[config.mk]
export PLATFORM = sky130hd
export DESIGN_NAME = des_decrypt_128bit
export DESIGN_NICKNAME = d
export VERILOG_FILES = /design/src/rtl/des_decrypt_128bit.sv
export SDC_FILE = /design/constraint.sdc
export NUM_CORES = 2
export LEC_CHECK = 0
export ABC_AREA = 1
export CORE_MARGIN = 8
export CORE_UTILIZATION = 41
export CTS_BUF_LIST = sky130_fd_sc_hd__clkbuf_4 sky130_fd_sc_hd__clkbuf_8
export CTS_CLUSTER_DIAMETER = 120
export CTS_CLUSTER_SIZE = 24
export DETAILED_ROUTE_END_ITERATION = 10
export MAX_ROUTING_LAYER = met4
export PLACE_DENSITY = 0.63
export SETUP_SLACK_MARGIN = 0.4
export SLEW_MARGIN = 10
export SYNTH_ARGS = -nofsm -noshare
export SYNTH_HDL_FRONTEND = slang
export SYNTH_HIERARCHICAL = 1
export SYNTH_SLANG_ARGS = --single-unit
[constraint.sdc]
create_clock -name Clk -period 175.5 [get_ports Clk]
set_input_delay 52.65 -clock Clk [delete_from_list [all_inputs] [get_ports Clk]]
set_output_delay 52.65 -clock Clk [all_outputs]
set_load 0.05 [all_outputs]
[src/rtl/des_decrypt_128bit.sv]
// rtl/des_decrypt_128bit.sv - Iterative 128-bit Feistel decryptor with IP, F_FUNCTION and IP_1 blocks.
// Optional macro DES_DEC_ENC_MODE_EN adds a Mode input selecting encrypt (0) or decrypt (1).

module des_ip (
    input  logic [127:0] din,
    output logic [127:0] dout
);
    for (genvar i = 0; i < 128; i++) begin : g_perm
        assign dout[i] = din[(i * 37) % 128];
    end
endmodule

// 45 is the inverse of 37 modulo 128, so this undoes des_ip exactly.
module des_ip_1 (
    input  logic [127:0] din,
    output logic [127:0] dout
);
    for (genvar i = 0; i < 128; i++) begin : g_perm
        assign dout[i] = din[(i * 45) % 128];
    end
endmodule

module des_f_function (
    input  logic [63:0] r,
    input  logic [95:0] key,
    output logic [63:0] f
);
    localparam logic [63:0] SBOX = 64'h2174_8FE3_DA09_B65C;

    logic [95:0] expanded;
    logic [63:0] sboxed;

    // Each nibble is widened with its two neighbouring bits, keyed, then squeezed back through the S-box.
    for (genvar j = 0; j < 16; j++) begin : g_sbox
        logic [5:0] x;
        assign expanded[6*j +: 6] = {r[(4*j + 63) % 64], r[4*j +: 4], r[(4*j + 4) % 64]};
        assign x = expanded[6*j +: 6] ^ key[6*j +: 6];
        assign sboxed[4*j +: 4] = SBOX[{x[4:1], 2'b00} +: 4]
                                ^ {x[5] & x[0], x[5], x[0], x[5] ^ x[0]};
    end

    for (genvar i = 0; i < 64; i++) begin : g_p
        assign f[i] = sboxed[(i * 13) % 64];
    end
endmodule

module des_decrypt_128bit (
    input  logic         Clk,
    input  logic         Reset,
    input  logic         Rk_valid,
    input  logic [95:0]  Rk_data,
    output logic         Rk_ready,
    output logic         Rk_loaded,
    input  logic         Ct_valid,
    input  logic [127:0] Ciphertext,
    output logic         Ct_ready,
    output logic         Pt_valid,
    output logic [127:0] Plaintext,
    input  logic         Pt_ready,
`ifdef DES_DEC_ENC_MODE_EN
    input  logic         Mode,
`endif
    output logic         Busy
);
    typedef enum logic [1:0] {IDLE, ROUND, OUT} state_t;

    state_t       state;
    logic [63:0]  l, r, l_next, r_next, f_out;
    logic [3:0]   cnt, key_idx, wptr;
    logic [95:0]  keys [16];
    logic [127:0] ip_out, ip_1_out;
    logic         ct_hs, rk_hs, pt_hs;

    assign Ct_ready = (state == IDLE) && Rk_loaded;
    assign Rk_ready = (state == IDLE) && !(Ct_valid && Rk_loaded);
    assign Busy     = (state != IDLE);
    assign ct_hs    = Ct_valid && Ct_ready;
    assign rk_hs    = Rk_valid && Rk_ready;
    assign pt_hs    = Pt_valid && Pt_ready;

`ifdef DES_DEC_ENC_MODE_EN
    logic decrypt;
    assign key_idx = decrypt ? 4'd15 - cnt : cnt;
`else
    assign key_idx = 4'd15 - cnt;
`endif

    des_ip u_ip (
        .din  (Ciphertext),
        .dout (ip_out)
    );

    des_f_function u_f (
        .r   (r),
        .key (keys[key_idx]),
        .f   (f_out)
    );

    assign l_next = r;
    assign r_next = l ^ f_out;

    // Final swap: the last round's halves go into IP_1 as {R16, L16}.
    des_ip_1 u_ip_1 (
        .din  ({r_next, l_next}),
        .dout (ip_1_out)
    );

    always_ff @(posedge Clk or posedge Reset) begin
        if (Reset) begin
            state     <= IDLE;
            l         <= '0;
            r         <= '0;
            cnt       <= '0;
            Pt_valid  <= 1'b0;
            Plaintext <= '0;
`ifdef DES_DEC_ENC_MODE_EN
            decrypt   <= 1'b1;
`endif
        end else begin
            case (state)
                IDLE: begin
                    if (ct_hs) begin
                        {l, r} <= ip_out;
                        cnt    <= '0;
                        state  <= ROUND;
`ifdef DES_DEC_ENC_MODE_EN
                        decrypt <= Mode;
`endif
                    end
                end
                ROUND: begin
                    l   <= l_next;
                    r   <= r_next;
                    cnt <= cnt + 4'd1;
                    if (cnt == 4'd15) begin
                        Plaintext <= ip_1_out;
                        Pt_valid  <= 1'b1;
                        state     <= OUT;
                    end
                end
                OUT: begin
                    if (pt_hs) begin
                        Pt_valid <= 1'b0;
                        state    <= IDLE;
                    end
                end
                default: state <= IDLE;
            endcase
        end
    end

    // A beat landing on index 0 of a full table starts a fresh reload.
    always_ff @(posedge Clk or posedge Reset) begin
        if (Reset) begin
            wptr      <= '0;
            Rk_loaded <= 1'b0;
            for (int i = 0; i < 16; i++) begin
                keys[i] <= '0;
            end
        end else if (rk_hs) begin
            keys[wptr] <= Rk_data;
            wptr       <= wptr + 4'd1;
            if (wptr == 4'd15) begin
                Rk_loaded <= 1'b1;
            end else if (wptr == 4'd0 && Rk_loaded) begin
                Rk_loaded <= 1'b0;
            end
        end
    end
endmodule
# == After elaboration in Yosys (flattened, before gate mapping) ==
# Index checks and enable logic that the tools add are counted.
# word_totals
regBits,1804
in_bits,229
out_inout_bits,133
# classes
add_sub_neg,3
order_cmp,3
eq_ne,7
shift,16
mux,21
n_bitwise,67
reduce_logical,20
# op_table
op,n
1536-bit bitwise mux,1
64-bit by 7-bit variable part select with 4-bit output (first input constant),16
96-bit binary-select mux with 4-bit select,1
96-bit demux with 4-bit select,1
96-bit two-way mux,3
64-bit one-hot mux with 2 select lines,2
64-bit two-way mux,2
6-bit bitwise XOR,16
4-bit bitwise XOR,16
64-bit bitwise XOR,1
1-bit AND,16
1-bit bitwise XOR,16
5-bit >= comparator (second input constant),2
4-bit inverter with 5-bit output,2
4-bit by 1-bit adder with 4-bit output (second input constant),2
4-bit == test (second input constant),2
1-bit logical AND,8
4-bit one-hot mux with 2 select lines,1
2-bit nonzero test,4
2-bit two-way mux,3
2-bit inequality test (second input constant),3
2-bit one-hot mux with 3 select lines,1
2-bit AND reduction,3
3-bit AND reduction,2
other kinds (10),13

# == Logic depth before layout (Yosys ltp) ==
# logic_depth
ltp_word,10
mapped_depth,25

# == Modules after synthesis ==
# The synthesis kept the hierarchy.
# modules_own_cells
module,instances,cells_each,area_each_um2,seq_area_each_um2
des_decrypt_128bit,1,11381,86197.7,45143.3
des_f_function,1,1255,5788.1,0.0
des_ip,1,128,960.9,0.0
des_ip_1,1,128,960.9,0.0

# == Worst setup path after synthesis ==
# OpenSTA, ideal clock, no wires.
# synth_timing
path_kind,input to output
startpoint,input port Ct_valid
endpoint,output port Rk_ready
t_arrival_ps,52954
slack_ps,69896
stages,3
n_path_buf,0
cell_sequence,nand2_1 nand2_1 inv_2
# synth_between
elab_chain_cells,3
# synth_lines
item,line_no,source
from (decl),54,"input logic Ct_valid,"
1-bit logical AND,75,assign Rk_ready = (state == IDLE) && !(Ct_valid && Rk_loaded);
1-bit zero test,75,
1-bit logical AND,75,
to (decl),52,"output logic Rk_ready,"
# Every way passes these cells.

# == Final worst setup path ==
# Same ends and word-level chain as after synthesis.

==> impl_results.md <==
- Cell Pwr Density: 19.9 nW/um^2
- Maximum VDD drop: 13.1 uV
- CTS buffer count: 86
- Drt drc: 0
- Synth Area in Compound Gates: 0.0993
- Reg clk slew, reported paths: 0.14 ns
- Final hold vios: 0
- Final wirelength: 293000 um
- Initial DRC count: 7429
- Post-cts resize count: 0
- All-Layer GR Usage: 0.242
- Register area share after synthesis: 0.481
- R2r endpoint: l_next[2]
- Post-DRT Antenna Nets: 0
- CP required: 122.85 ns
- Fin Setup TNS: 0 ns
- Final nets: 12600
- CP arrival: 54.11 ns
- Simple-gate area share of the yosys netlist: 0.264
- Drt first pass iters: 6
- Congestion Overflow GR: 0
- Critical Path Fanout Max: 2
- Mapped Cells: 12900
- DP HPWL: 177000 um
- Hold Path Class: reg2reg
- Main combinational cell family by area after synthesis: simple AND/OR/NAND/NOR gates
- Worst Path Class, Setup: in2out
- Ports: 362
- Synth-to-Final Area Change: 4.20%
- Routed wire per std cell: 19.1 um
- Die X: 495 um
- Mux share of post-synthesis cell area: 0
- Critical Path Start: Ct_valid
- Status: finished clean
- PortBufs: 361
- Routability congestion estimate: 0.854
- Yosys warns: 6
- Vias in the first global route: 73200
- H-tree levels: 3
- Layout cell share with drive strength beyond 1: 0.0217
- Crit start category: input port
- RSZ-0062 raised after global routing: false
- Pre-CTS WS: 68.74 ns
- Worst-Skew Late Latency: 0.94 ns
- Fmax: 9.37 MHz
- Initial core utilization: 0.413
- Reg-to-Reg Start: cnt[1]
- Post-cts hold buffer count: 0
- Final Max Slew Viols: 0
- Post-Syn Nets: 13200
- Die ar.: 245000 sq um
- CTS tree: done
- Relative slew slack: 0.199
- R2R Setup Slk: 168.73 ns
- Adder-cell share of the synthesized area: 0.00919
- Syn Area/Cell: 7.28 sq um
- Via count: 77700
- Vias per cell: 5.07
- Crit path to: Rk_ready
- Clock buffer depth: 3
- Min Tclk post-route: 106.76 ns
- Die height: 495 um
- Pleak: 0.0484 uW
- Worst reg-to-reg path cell count: 21
- # rows: 175
- Xor/xnor share of the synthesized area: 0.0118
- Worst setup EP type: primary output
- Initial antenna violation count: 50
- Sink Count: 1804
- Setup violators final: 0
- Max-cap viol count: 0
- Least-Margin Pin Slew: 1.20 ns
- Synth Cell Area: 93900 sq um
- CTS root buf: clkbuf_8
- First-pass GRT wire length: 451000 um
- Post-synth cell types: 24
- Total core area: 227000 sq um
- Setup ws final: 68.74 ns
- Final Cycle Share: 0.608
- Largest net degree at the start of global routing: 165
- Post-CTS setup buffer count: 0
- Clk_skew: 0.0650 ns
- Seq cells post-synth: 1804
-- layout by cell type, fill, tap and decap left out, types with 13 or more instances in the layout --
cell type        netlist  final
buf_4                319    109
clkbuf_8               0     90
clkdlybuf4s50_1        0    361
dfrtp_1             1804   1800
diode_2                0     30
ha_1                  69     69
inv_1               1739   1734
nand2_1             4675   4671
nand3_1             1409   1409
nor2_1                39     29
nor2_4                 4     16
o211ai_1              64     64
o21ai_0             1751   1751
o21ai_1               13     13
xnor2_1               24     24
xor2_1                88     88
-- layout make-up --
| type | instances | area (sq um) |
|---|---|---|
| flip-flops and latches | 1804 | 45200 |
| clock inverters | 8 | 103 |
| multi-input cells | 8152 | 36200 |
| inverters | 1746 | 6600 |
| well taps | 3009 | 3760 |
| fillers | 23100 | 130000 |
| diodes | 30 | 75.1 |
| clock buffers | 92 | 1250 |
| repair buffers | 481 | 4650 |
-- per-layer routing --
| layer | part of all wire | vias to the layer above | GRT usage | wire (um) |
|---|---|---|---|---|
| met5 | 0 | - | - | 0 |
| met4 | 0.039 | 0 | 0.0823 | 11300 |
| met3 | 0.054 | 387 | 0.0240 | 15800 |
| met2 | 0.48 | 2261 | 0.399 | 140000 |
| met1 | 0.43 | 37100 | 0.314 | 126000 |
| li1 | - | 38000 | - | - |
-- cells by family after synthesis --
group | after synthesis
compound gates | 1831
xor+xnor | 120
flops | 1804
fa+ha+maj | 69
simple gates | 6132
buf+inv | 2936
-- cell usage after synthesis --
master    instances  area, sq um
inv_2             7         26.3
nor2_2            3         18.8
buf_1            62          233
ha_1             69          863
buf_4           319         2390
nand2_1        4675        17500
o21ai_1          13         65.1
clkbuf_1        537         2020
o211ai_1         64          480
nand4_1           1         6.26
xor2_2            8          130
nor2_4            4         45.0
buf_2           261         1310
buf_6            11          124
dfrtp_1        1804        45100
nand3_1        1409         7050
nor2_1           39          146
inv_1          1739         6530
nor2_8            1         20.0
xnor2_1          24          210
o21ai_0        1751         8760
a21oi_1           1         5.00
xor2_1           88          771
o22ai_1           2         12.5
-- state kept, by name (all words and copies together), names as in the netlist --
register   cells
keys        1536
Plaintext    128
l             64
l_next        64
cnt            4
wptr           4
state          2
Pt_valid       1
Rk_loaded      1
-- power by group --
part	switching (uW)	total [uW]	internal [uW]
clock	133	183	49.3
sequential	72.4	650	577
combinational	777	1110	334
-- critical path, stage by stage --
cell	delay [ns]
clkdlybuf4s50_1	0.42
nand2_1	0.07
nand2_1	0.06
inv_2	0.10
clkdlybuf4s50_1	0.81
-- worst min-delay path by stage --
stage,start,cells past startpoint,to
4_1_cts,Plaintext[87],2,Plaintext[87]
2_1_floorplan,keys[753],2,keys[753]
6_report,Plaintext[23],2,Plaintext[23]
3_5_place_dp,Plaintext[38],2,Plaintext[38]
5_1_grt,Plaintext[120],2,Plaintext[120]
3_3_place_gp,Plaintext[43],2,Plaintext[43]
-- per-stage QoR --
| stage | hold WS [ns] | cells | utilization | instance area (sq um) | power (uW) |
|---|---|---|---|---|---|
| 2_1_floorplan | 0.464 | 12900 | - | 93900 | 1510 |
| 3_3_place_gp | 0.454 | 15200 | 0.424 | 96400 | 1750 |
| 3_5_place_dp | 0.457 | 15200 | 0.424 | 96400 | 1760 |
| 4_1_cts | 0.491 | 15300 | 0.430 | 97800 | 1950 |
| 5_1_grt | 0.503 | 15300 | 0.430 | 97800 | 2110 |
| 6_report | 0.487 | 15300 | 0.430 | 97800 | 1940 |
Power figures use the tool's default switching activity.
